`src/rtl/csr_cmd_master.sv`:
```
// csr_cmd_master: single-outstanding Avalon-MM master for the CSR bus.
// Optional statistics counters enabled by CSR_CMD_MASTER_STATS_EN.
module csr_cmd_master #(
  parameter int ADDR_W         = 20,
  parameter int DATA_W         = 32,
  parameter int TIMEOUT_CYCLES = 1024
) (
  input  logic              csr_clk_clk,
  input  logic              csr_clk_reset_reset,
  input  logic              cmd_valid,
  output logic              cmd_ready,
  input  logic              cmd_write,
  input  logic [ADDR_W-1:0] cmd_address,
  input  logic [DATA_W-1:0] cmd_writedata,
  output logic              rsp_valid,
  input  logic              rsp_ready,
  output logic              rsp_write,
  output logic              rsp_error,
  output logic [DATA_W-1:0] rsp_readdata,
  output logic [ADDR_W-1:0] master_address,
  output logic              master_read,
  output logic              master_write,
  output logic [DATA_W-1:0] master_writedata,
  input  logic [DATA_W-1:0] master_readdata,
  input  logic              master_waitrequest,
  output logic [31:0]       stat_txn_count,
  output logic [15:0]       stat_timeout_count
);

  localparam logic [1:0] S_IDLE = 2'd0;
  localparam logic [1:0] S_BUS  = 2'd1;
  localparam logic [1:0] S_RESP = 2'd2;

  localparam logic [15:0] TO_LAST =
    16'(TIMEOUT_CYCLES - 1);
  localparam logic [DATA_W-1:0] TO_DATA =
    DATA_W'(32'hDEADC0DE);

  logic              clk;
  logic              rst;
  logic [1:0]        state;
  logic              wr_q;
  logic [ADDR_W-1:0] addr_q;
  logic [DATA_W-1:0] wdata_q;
  logic [15:0]       stall_cnt;
  logic              rsp_write_q;
  logic              rsp_error_q;
  logic [DATA_W-1:0] rsp_data_q;

  logic in_idle;
  logic in_bus;
  logic in_resp;
  logic accept;
  logic done;
  logic abort;
  logic rsp_hs;

  assign clk = csr_clk_clk;
  assign rst = csr_clk_reset_reset;

  assign in_idle = (state == S_IDLE);
  assign in_bus  = (state == S_BUS);
  assign in_resp = (state == S_RESP);

  assign accept = in_idle && cmd_valid;
  assign done   = in_bus && !master_waitrequest;
  // Abort on the TIMEOUT_CYCLES-th consecutive stalled cycle.
  assign abort  = in_bus && master_waitrequest &&
                  (stall_cnt == TO_LAST);
  assign rsp_hs = in_resp && rsp_ready;

  always_ff @(posedge clk) begin
    if (rst) begin
      state       <= S_IDLE;
      wr_q        <= 1'b0;
      addr_q      <= '0;
      wdata_q     <= '0;
      stall_cnt   <= '0;
      rsp_write_q <= 1'b0;
      rsp_error_q <= 1'b0;
      rsp_data_q  <= '0;
    end else begin
      case (state)
        S_IDLE: begin
          if (accept) begin
            wr_q      <= cmd_write;
            addr_q    <= cmd_address;
            wdata_q   <= cmd_writedata;
            stall_cnt <= '0;
            state     <= S_BUS;
          end
        end
        S_BUS: begin
          if (done) begin
            rsp_write_q <= wr_q;
            rsp_error_q <= 1'b0;
            rsp_data_q  <= wr_q ? '0 : master_readdata;
            state       <= S_RESP;
          end else if (abort) begin
            rsp_write_q <= wr_q;
            rsp_error_q <= 1'b1;
            rsp_data_q  <= wr_q ? '0 : TO_DATA;
            state       <= S_RESP;
          end else begin
            stall_cnt <= stall_cnt + 16'd1;
          end
        end
        S_RESP: begin
          if (rsp_hs) begin
            state <= S_IDLE;
          end
        end
        default: begin
          state <= S_IDLE;
        end
      endcase
    end
  end

  // Ready is forced low while reset is held, even though state is IDLE.
  assign cmd_ready = in_idle && !rst;

  assign master_address   = addr_q;
  assign master_writedata = wdata_q;
  assign master_read      = in_bus && !wr_q;
  assign master_write     = in_bus && wr_q;

  assign rsp_valid    = in_resp;
  assign rsp_write    = rsp_write_q;
  assign rsp_error    = rsp_error_q;
  assign rsp_readdata = rsp_data_q;

`ifdef CSR_CMD_MASTER_STATS_EN
  logic [31:0] txn_q;
  logic [15:0] to_q;

  always_ff @(posedge clk) begin
    if (rst) begin
      txn_q <= '0;
      to_q  <= '0;
    end else begin
      if (rsp_hs) begin
        txn_q <= txn_q + 32'd1;
      end
      if (abort && (to_q != 16'hFFFF)) begin
        to_q <= to_q + 16'd1;
      end
    end
  end

  assign stat_txn_count     = txn_q;
  assign stat_timeout_count = to_q;
`else
  assign stat_txn_count     = 32'd0;
  assign stat_timeout_count = 16'd0;
`endif

endmodule

```
`config.mk`:
```
export PLATFORM = sky130hd
export DESIGN_NAME = csr_cmd_master
export DESIGN_NICKNAME = d
export VERILOG_FILES = /design/src/rtl/csr_cmd_master.sv
export SDC_FILE = /design/constraint.sdc
export NUM_CORES = 1
export LEC_CHECK = 0
export CORE_MARGIN = 10
export CORE_UTILIZATION = 39
export CTS_CLUSTER_SIZE = 12
export DETAILED_ROUTE_END_ITERATION = 6
export PLACE_DENSITY = 0.89
export SETUP_SLACK_MARGIN = 0.5
export SLEW_MARGIN = 0
export SYNTH_ARGS = -nofsm -noshare
export SYNTH_HDL_FRONTEND = slang
export SYNTH_SLANG_ARGS = --single-unit
```
`constraint.sdc`:
```
create_clock -name csr_clk_clk -period 2.4 [get_ports csr_clk_clk]
set_input_delay 0.24 -clock csr_clk_clk [delete_from_list [all_inputs] [get_ports csr_clk_clk]]
set_output_delay 0.24 -clock csr_clk_clk [all_outputs]
set_load 0.05 [all_outputs]
```
; ---- After elaboration in Yosys (flattened, before gate mapping)
; Cells that the tools add are included.
[classes]
n_div = 0
n_mul = 0
add_sub_neg = 1
n_reduce_logical = 18
n_bitwise = 0
mux = 17
order_cmp = 0
shift = 0
eq_ne = 8
[op_table]
columns = operator, n
row1 = 32-bit two-way mux, 4
row2 = 16-bit two-way mux, 3
row3 = 16-bit case mux with 2 select lines, 1
row4 = "16-bit by 1-bit adder with 16-bit output, second input constant", 1
row5 = "16-bit by 10-bit == test with 1-bit output, second input constant", 1
row6 = 1-bit logical AND, 8
row7 = 2-bit two-way mux, 4
row8 = 2-bit case mux with 3 select lines, 1
row9 = 1-bit two-way mux, 4
row10 = "2-bit by 1-bit != test with 1-bit output, second input constant", 2
row11 = "2-bit != test, second input constant", 2
row12 = 2-bit AND reduction, 2
row13 = 4-bit AND reduction, 1
row14 = 2-bit nonzero test, 2
row15 = 1-bit zero test, 3
row16 = "3-bit by 1-bit != test with 1-bit output, second input constant", 1
row17 = 3-bit AND reduction, 1
row18 = "2-bit by 1-bit == test with 1-bit output, second input constant", 1
row19 = "2-bit == test, second input constant", 1
row20 = 2-bit zero test, 1
[word_totals]
wordCells = 52
romBits = 0
inputBits = 90
ram_bits = 0
regBits = 105
latchBits = 0
n_memories = 0

; ---- Longest topological paths before layout
; Gate-level depths: netlist of the first run.
[depth]
depth_word = 6
mapped_depth = 7
mapped_depth_nobuf = 6

; ---- Worst setup path before layout of the first run
; No wires, ideal clock.
[synth_timing]
kind = input -> output
from = input port csr_clk_reset_reset
to = output port cmd_ready
stages = 3
setup_slack_ns = 0.482
path_buffers = 2
required_ns = 2.160
arrival_time_ns = 1.678
path_cell_list = clkbuf_1 clkbuf_1 nor3_1
[synth_between]
elab_chain_cells = 2
[synth_lines]
columns = element, line_no
row1 = from (decl), 9  ; input logic csr_clk_reset_reset,
row2 = 1-bit zero test, 121  ; assign cmd_ready = in_idle && !rst;
row3 = 1-bit logical AND, 121
row4 = to (decl), 11  ; output logic cmd_ready,
; Every way passes these cells.

; ---- Final worst setup path of the first run
[layout_timing]
from = register state[1]
to = output port rsp_valid
[layout_between]
elab_chain_cells = 1
[layout_lines]
columns = element, line_no
row1 = from (decl), 41  ; logic [1:0] state;
row2 = from (signal assigned), 74  ; state <= S_IDLE;
row3 = from (signal assigned), 90  ; state <= S_BUS;
row4 = from (signal assigned), 98  ; state <= S_RESP;
row5 = 2-bit == test, 63  ; assign in_resp = (state == S_RESP);
row6 = to (decl), 15  ; output logic rsp_valid,
; Every way passes these cells.

==> flow_metrics.tcl, run 1 <==
set metrics [dict create \
    status "finished, final reports clean" \
    synthTopCellsByArea "dfxtp_1, nand2_1, a21oi_1, buf_4, o211ai_1" \
    grt_max_degree 46 \
    synth_edf_count 0 \
    yosys_warnings 0 \
    leakage_nw 2.47 \
    reg2reg_slack_ns 0.55 \
    wl_met2_um 7050 \
    start_kind "flop" \
    synthMuxAreaShare 0 \
    grt_pass1_vias 4090 \
    dieArea_um2 16000 \
    ys_async_sr_fraction 0 \
    power.internal_w 0.00304 \
    power_density_nw_per_um2 680 \
    avgSynthCellArea_um2 8.28 \
    final.setup.tns_ns 0 \
    synth-main-ff-cell "dfxtp_1" \
    routabilityCongestion 0.908 \
    cp.required_ns 2.16 \
    finalClockSkew_ns 0.0111 \
    synthAdderAreaFrac 0.00282 \
    critPathCaptureType "primary output" \
    dr.pass1.iters 5 \
    clkPwrFrac 0.343 \
    hold_violations 0 \
    h-tree-depth 3 \
    syn_to_final_growth_pct 48.8 \
    antenna_found_initial 1 \
    grt.overflow.total 0 \
    vdd_drop_max_mv 0.500 \
    fmax_ghz 0.538 \
    worstHoldPathType "in -> reg" \
    wl_per_cell_um 16.9 \
    drtIter0Drc 308 \
    io_buffers 179 \
    rsz0062_at_grt "true" \
    synth_top_area_frac 0.474 \
    final_common_cell "clkdlybuf4s50_1" \
    worstHoldStart "cmd_writedata[15]" \
    cts.reportedPaths.clkPinSlew_ns 0.07 \
    drive_gt1_frac 0.0798 \
    insertion_delay_ns 0.35 \
    wl_met1_um 5570 \
    power_frac_seq 0.418 \
    wirelength_um 14400 \
    finalSetupViolations 0 \
    fp.dieH_um 127 \
    syn_area_um2 4440 \
    maxCapViolations 0 \
    seq_area_frac_synth 0.474 \
    cts_buffers 9 \
    vias 4305 \
    ys_types 50 \
    slew_headroom 0.612 \
    cp.arrival_ns 1.62 \
    min_period_over_period 0.775 \
    wl_met3_um 1420 \
    switchingPower_w 0.00145 \
    synth_xor_area_frac 0.00592 \
    yosys.area.top_type "dfxtp_1" \
    clk_path_buf_depth 2 \
    viasPerCell 5.04 \
    die_width_um 127 \
    timing.hold.ws_ns 0.430 \
    top_layer "met4" \
    p_comb_frac 0.240 \
    synth_top_family_by_area "simple AND/OR/NAND/NOR gates" \
    ios 228 \
    cts_sinks 105 \
    synth_cells 536 \
    synth_compound_area_frac 0.199 \
    postRouteAntennaNets 0 \
    grt_use_total 0.166 \
    cts_tree "built" \
    hpwl_um 10700 \
    yosys.area_share.simple 0.200 \
    fp.coreArea_um2 11000 \
    clockRootBuffer "clkbuf_16" \
    drc 0 \
    worst_slew_pin_slew_ns 0.584 \
    layout_common_cells "clkdlybuf4s50_1, nand2_1, dfxtp_1" \
    timing.final.crit_period_ns 1.86 \
    sw_frac_of_total 0.324 \
    start_util 0.404 \
    drv_slew 0 \
    rows 38 \
    cp_max_fo 8 \
    hold_buffers 0 \
    nets 800 \
    grt_pass1_wl_um 21800 \
    worstSetupPathType "reg -> out" \
    nFillCells 923 \
    crit_start "state[1]" \
    synth-seq-cells 105 \
    r2r-start "stall_cnt[0]" \
]
## what timing repair did
item                                    in CTS  in global routing
gates resized for setup                      8                 10
pin swaps                                    0                  3
buffers inserted                             0                  4
endpoints found under the setup margin      24                 48
## critical path: stages, from the launching register on
cell and delay [ns]:
dfxtp_1 0.49, nor2b_1 0.23, clkdlybuf4s15_1 0.56
## final timing paths
kind,to,depth (start not counted)
hold reg to reg,rsp_readdata[7],2
setup reg to reg,rsp_readdata[5],7
hold / removal,master_writedata[15],3
setup / recovery,rsp_valid,2
## power by group through the flow
stage	sequential (W)	clock (W)	combinational [W]
CTS	0.00187	0.00158	0.00107
floorplan	0.00217	0	0.000473
finish	0.00188	0.00154	0.00108
detailed placement	0.00191	0	0.00107
global route	0.00189	0.00163	0.00114
global placement	0.00191	0	0.00106
## cells by family (layout without fill, tap and decap cells)
kind of cell / count (synthesis) / count (layout)
AND/OR/NAND/NOR: 199 / 199
AO/OA/AOI/OAI: 142 / 142
flip-flops: 105 / 105
buffers and inverters: 85 / 216
XOR/XNOR: 3 / 3
adder cells (fa/ha/maj): 1 / 1
other: 1 / 49
## state kept, by name, indices dropped and copies added (netlist names)
signal / flops
master_writedata: 32
rsp_readdata: 32
master_address: 20
rsp_error: 1
state: 2
stall_cnt: 16
wr_q: 1
rsp_write: 1
## synthesized netlist by cell type, types with 3 or more instances
cell type,number
buf_4,50
and3_1,4
a31oi_1,5
inv_1,5
a22o_1,13
nand3_1,3
nand4_1,7
nor2_1,16
nand2b_1,3
buf_1,5
dfxtp_1,105
and4_1,3
buf_2,5
o211ai_1,19
clkbuf_1,19
nand2_1,141
a21oi_1,88
nor3_1,5
## area by class of cell
| type | count | area, um2 | area share |
|---|---|---|---|
| sequential | 105 | 2110 | 0.319 |
| inverter | 5 | 18.8 | 0.00284 |
| antenna | 1 | 2.50 | 0.000379 |
| multi-input combinational | 393 | 2030 | 0.308 |
| tap | 140 | 175 | 0.0265 |
| clock buffer | 10 | 239 | 0.0362 |
| clock inverter | 6 | 73.8 | 0.0112 |
| timing repair buffer | 195 | 1950 | 0.296 |
## metrics by stage
step                      power, W   util  area [um2]  std cells  setup WS [ns]
after floorplan            0.00264      -        4620        583          0.703
after global routing       0.00465  0.601        6600        855          0.433
after detailed placement   0.00298  0.565        6210        834          0.424
after CTS                  0.00452  0.596        6540        850          0.480
final                      0.00449  0.601        6600        855          0.541
after global placement     0.00297  0.565        6210        834          0.447
## layer usage
metal | GRT usage | vias to the layer above
met2 | 0.284 | 203
met3 | 0.0658 | 31
met5 | 0 | -
li1 | - | 2079
met4 | 0.0636 | 0
met1 | 0.181 | 1992
Note: power is estimated with default switching activity, not from simulation.
==> run 2: changes to the inputs <==
- CORE_UTILIZATION: 39 -> 36
- PLACE_DENSITY: 0.89 -> 0.87
- clock period: 2.4 -> 1.7 ns (I/O delays scaled with it)
==> run 2 against run 1 <==
  * The flow now finishes with violations (negative setup slack)
  * Hold slack worse by 0.057 ns
  * Clock-buffer cell count unchanged
  * Wire length up 31%
  * Utilization rose by 7.2 points
  * Highest routed layer unchanged
  * Critical path type is now reg -> reg
==> flow_metrics.tcl, run 2 (synthesized netlist as in run 1, its figures left out) <==
set metrics [dict create \
    hold_violations 0 \
    busiest_layer "met2" \
    rsz0062_at_grt "true" \
    vdd_drop_max_mv 0.691 \
    min_period_over_period 1.02 \
    reg2reg_slack_ns -0.04 \
    cp.required_ns 1.96 \
    cp_max_fo 5 \
    hold_path_depth 3 \
    wirelength_um 18900 \
    fmax_ghz 0.576 \
    final_common_cell "dfxtp_1" \
    hpwl_um 11200 \
    hold_buffers 0 \
    power_density_nw_per_um2 846 \
    placed_area_um2 6520 \
    dieArea_um2 17200 \
    setup_ws_ns -0.0351 \
    finalClockSkew_ns 0.00998 \
    rows 40 \
    ios 228 \
    r2r_end "stall_cnt[8]" \
    postRouteAntennaNets 0 \
    layout_common_cells "dfxtp_1, clkdlybuf4s50_1, buf_4" \
    status "complete, but fails checks" \
    start_util 0.368 \
    grt_use_met3 0.0620 \
    cpLargestDelayFamily "simple AND/OR/NAND/NOR gates" \
    io_buffers 179 \
    final_cell_area_um2 8120 \
    ff2ff_path_depth 7 \
    worstSetupPathType "reg -> reg" \
    num_antenna_cells 0 \
    critical_path.slowest_cell "dfxtp_4" \
    grt_pass1_wl_um 23300 \
    vias 4908 \
    wl_per_cell_um 19.7 \
    dr.pass1.iters 5 \
    timing.final.crit_period_ns 1.74 \
    antenna_found_initial 0 \
    grt.overflow.total 0 \
    viasPerCell 5.11 \
    cts_sinks 105 \
    crit_start "stall_cnt[0]" \
    grt_use_met2 0.315 \
    clockRootBuffer "clkbuf_16" \
    grt_max_degree 32 \
    nets 880 \
    violations "negative setup slack" \
    h-tree-depth 3 \
    maxCapViolations 0 \
    start_kind "flop" \
    r2r-start "stall_cnt[0]" \
    leakage_nw 3.51 \
    fin_util 0.673 \
    insertion_delay_ns 0.35 \
    drtIter0Drc 326 \
    syn_to_final_growth_pct 83.0 \
    cts_buffers 9 \
    drv_slew 0 \
    cp.arrival_ns 2.00 \
    cts.reportedPaths.clkPinSlew_ns 0.07 \
    fp.coreArea_um2 12100 \
    cts_tree "built" \
    met1_usage 0.180 \
    path_buf_inv 1 \
    drc 0 \
    cpPeakStageDelay_ns 0.38 \
    p_total_w 0.00687 \
    finalSetupViolations 9 \
    clk_path_buf_depth 2 \
    worstHoldStart "cmd_writedata[2]" \
    fp.dieH_um 131 \
    routabilityCongestion 0.911 \
    grt_pass1_vias 4574 \
    drive_gt1_frac 0.460 \
    grt_use_total 0.172 \
    min_to "master_writedata[2]" \
    crit_path_cell_trace "ha_4 > and4_4 > nand4_4 > buf_4 > a31oi_4 > nor2_1 > nor3_1" \
    worstHoldPathType "in -> reg" \
    critPathCaptureType "flop" \
    die_width_um 131 \
]
run 2: changes by cell type in the layout (fill, tap and decap cells not counted), moves of 5 or more:
cell / change
a21oi_1: -54
nand2_4: +51
buf_6: +23
a21oi_2: +53
nand2_1: -59
buf_2: +54
buf_12: +6
dfxtp_4: +5
buf_4: +69
dfxtp_1: -9
clkbuf_16: +9
nand2_2: +8
clkdlybuf4s50_1: -87
run 2: metal layers:
layer	share of wire	vias up	wire, um
met5	0	-	0
met4	0.029	0	552
met3	0.088	54	1660
met2	0.50	263	9400
met1	0.39	2335	7280
li1	-	2256	-
run 2: where the power goes:
part           internal, W  leakage (nW)  switching [W]
logic             0.000794          2.51        0.00130
clock network      0.00115         0.137       0.000955
registers          0.00257         0.863      0.0000900
run 2: metrics by stage:
stage	cells	setup WS, ns	TNS, ns	hold WS [ns]
4_1_cts	926	0.0375	0	0.351
6_report	961	-0.0351	-0.111	0.373
5_1_grt	961	-0.110	-2.26	0.383
3_3_place_gp	891	0.00142	0	0.438
2_1_floorplan	583	0.138	0	0.295
3_5_place_dp	891	-0.0404	-0.0987	0.442
run 2: how the worst max path moves through the flow:
stage / slack, ns / endpoint / depth (start not counted)
5_1_grt: -0.11 / rsp_readdata[23] / 7
6_report: -0.04 / stall_cnt[8] / 7
4_1_cts: 0.04 / rsp_readdata[7] / 7
2_1_floorplan: 0.14 / rsp_readdata[10] / 6
3_5_place_dp: -0.04 / rsp_readdata[3] / 7
3_3_place_gp: 0.001 / stall_cnt[4] / 6
run 2: layout make-up:
| cell class | instances | area [um2] |
|---|---|---|
| inverter | 5 | 18.8 |
| sequential | 105 | 2130 |
| fill | 832 | 3940 |
| clock buffer | 10 | 229 |
| tap | 168 | 210 |
| clock inverter | 5 | 65.1 |
| timing repair buffer | 273 | 2590 |
| multi-input combinational | 395 | 2870 |
run 2: what timing repair did:
action | CTS | global route
cloned | 5 | 13
setup buffers | 15 | 22
setup endpoints to repair | 163 | 109
pin swaps | 10 | 107
gates resized for setup | 320 | 192
run 2: worst min-delay path: stages:
cell and delay, ns:
clkdlybuf4s50_1 0.40, nand2_1 0.06, a21oi_1 0.05
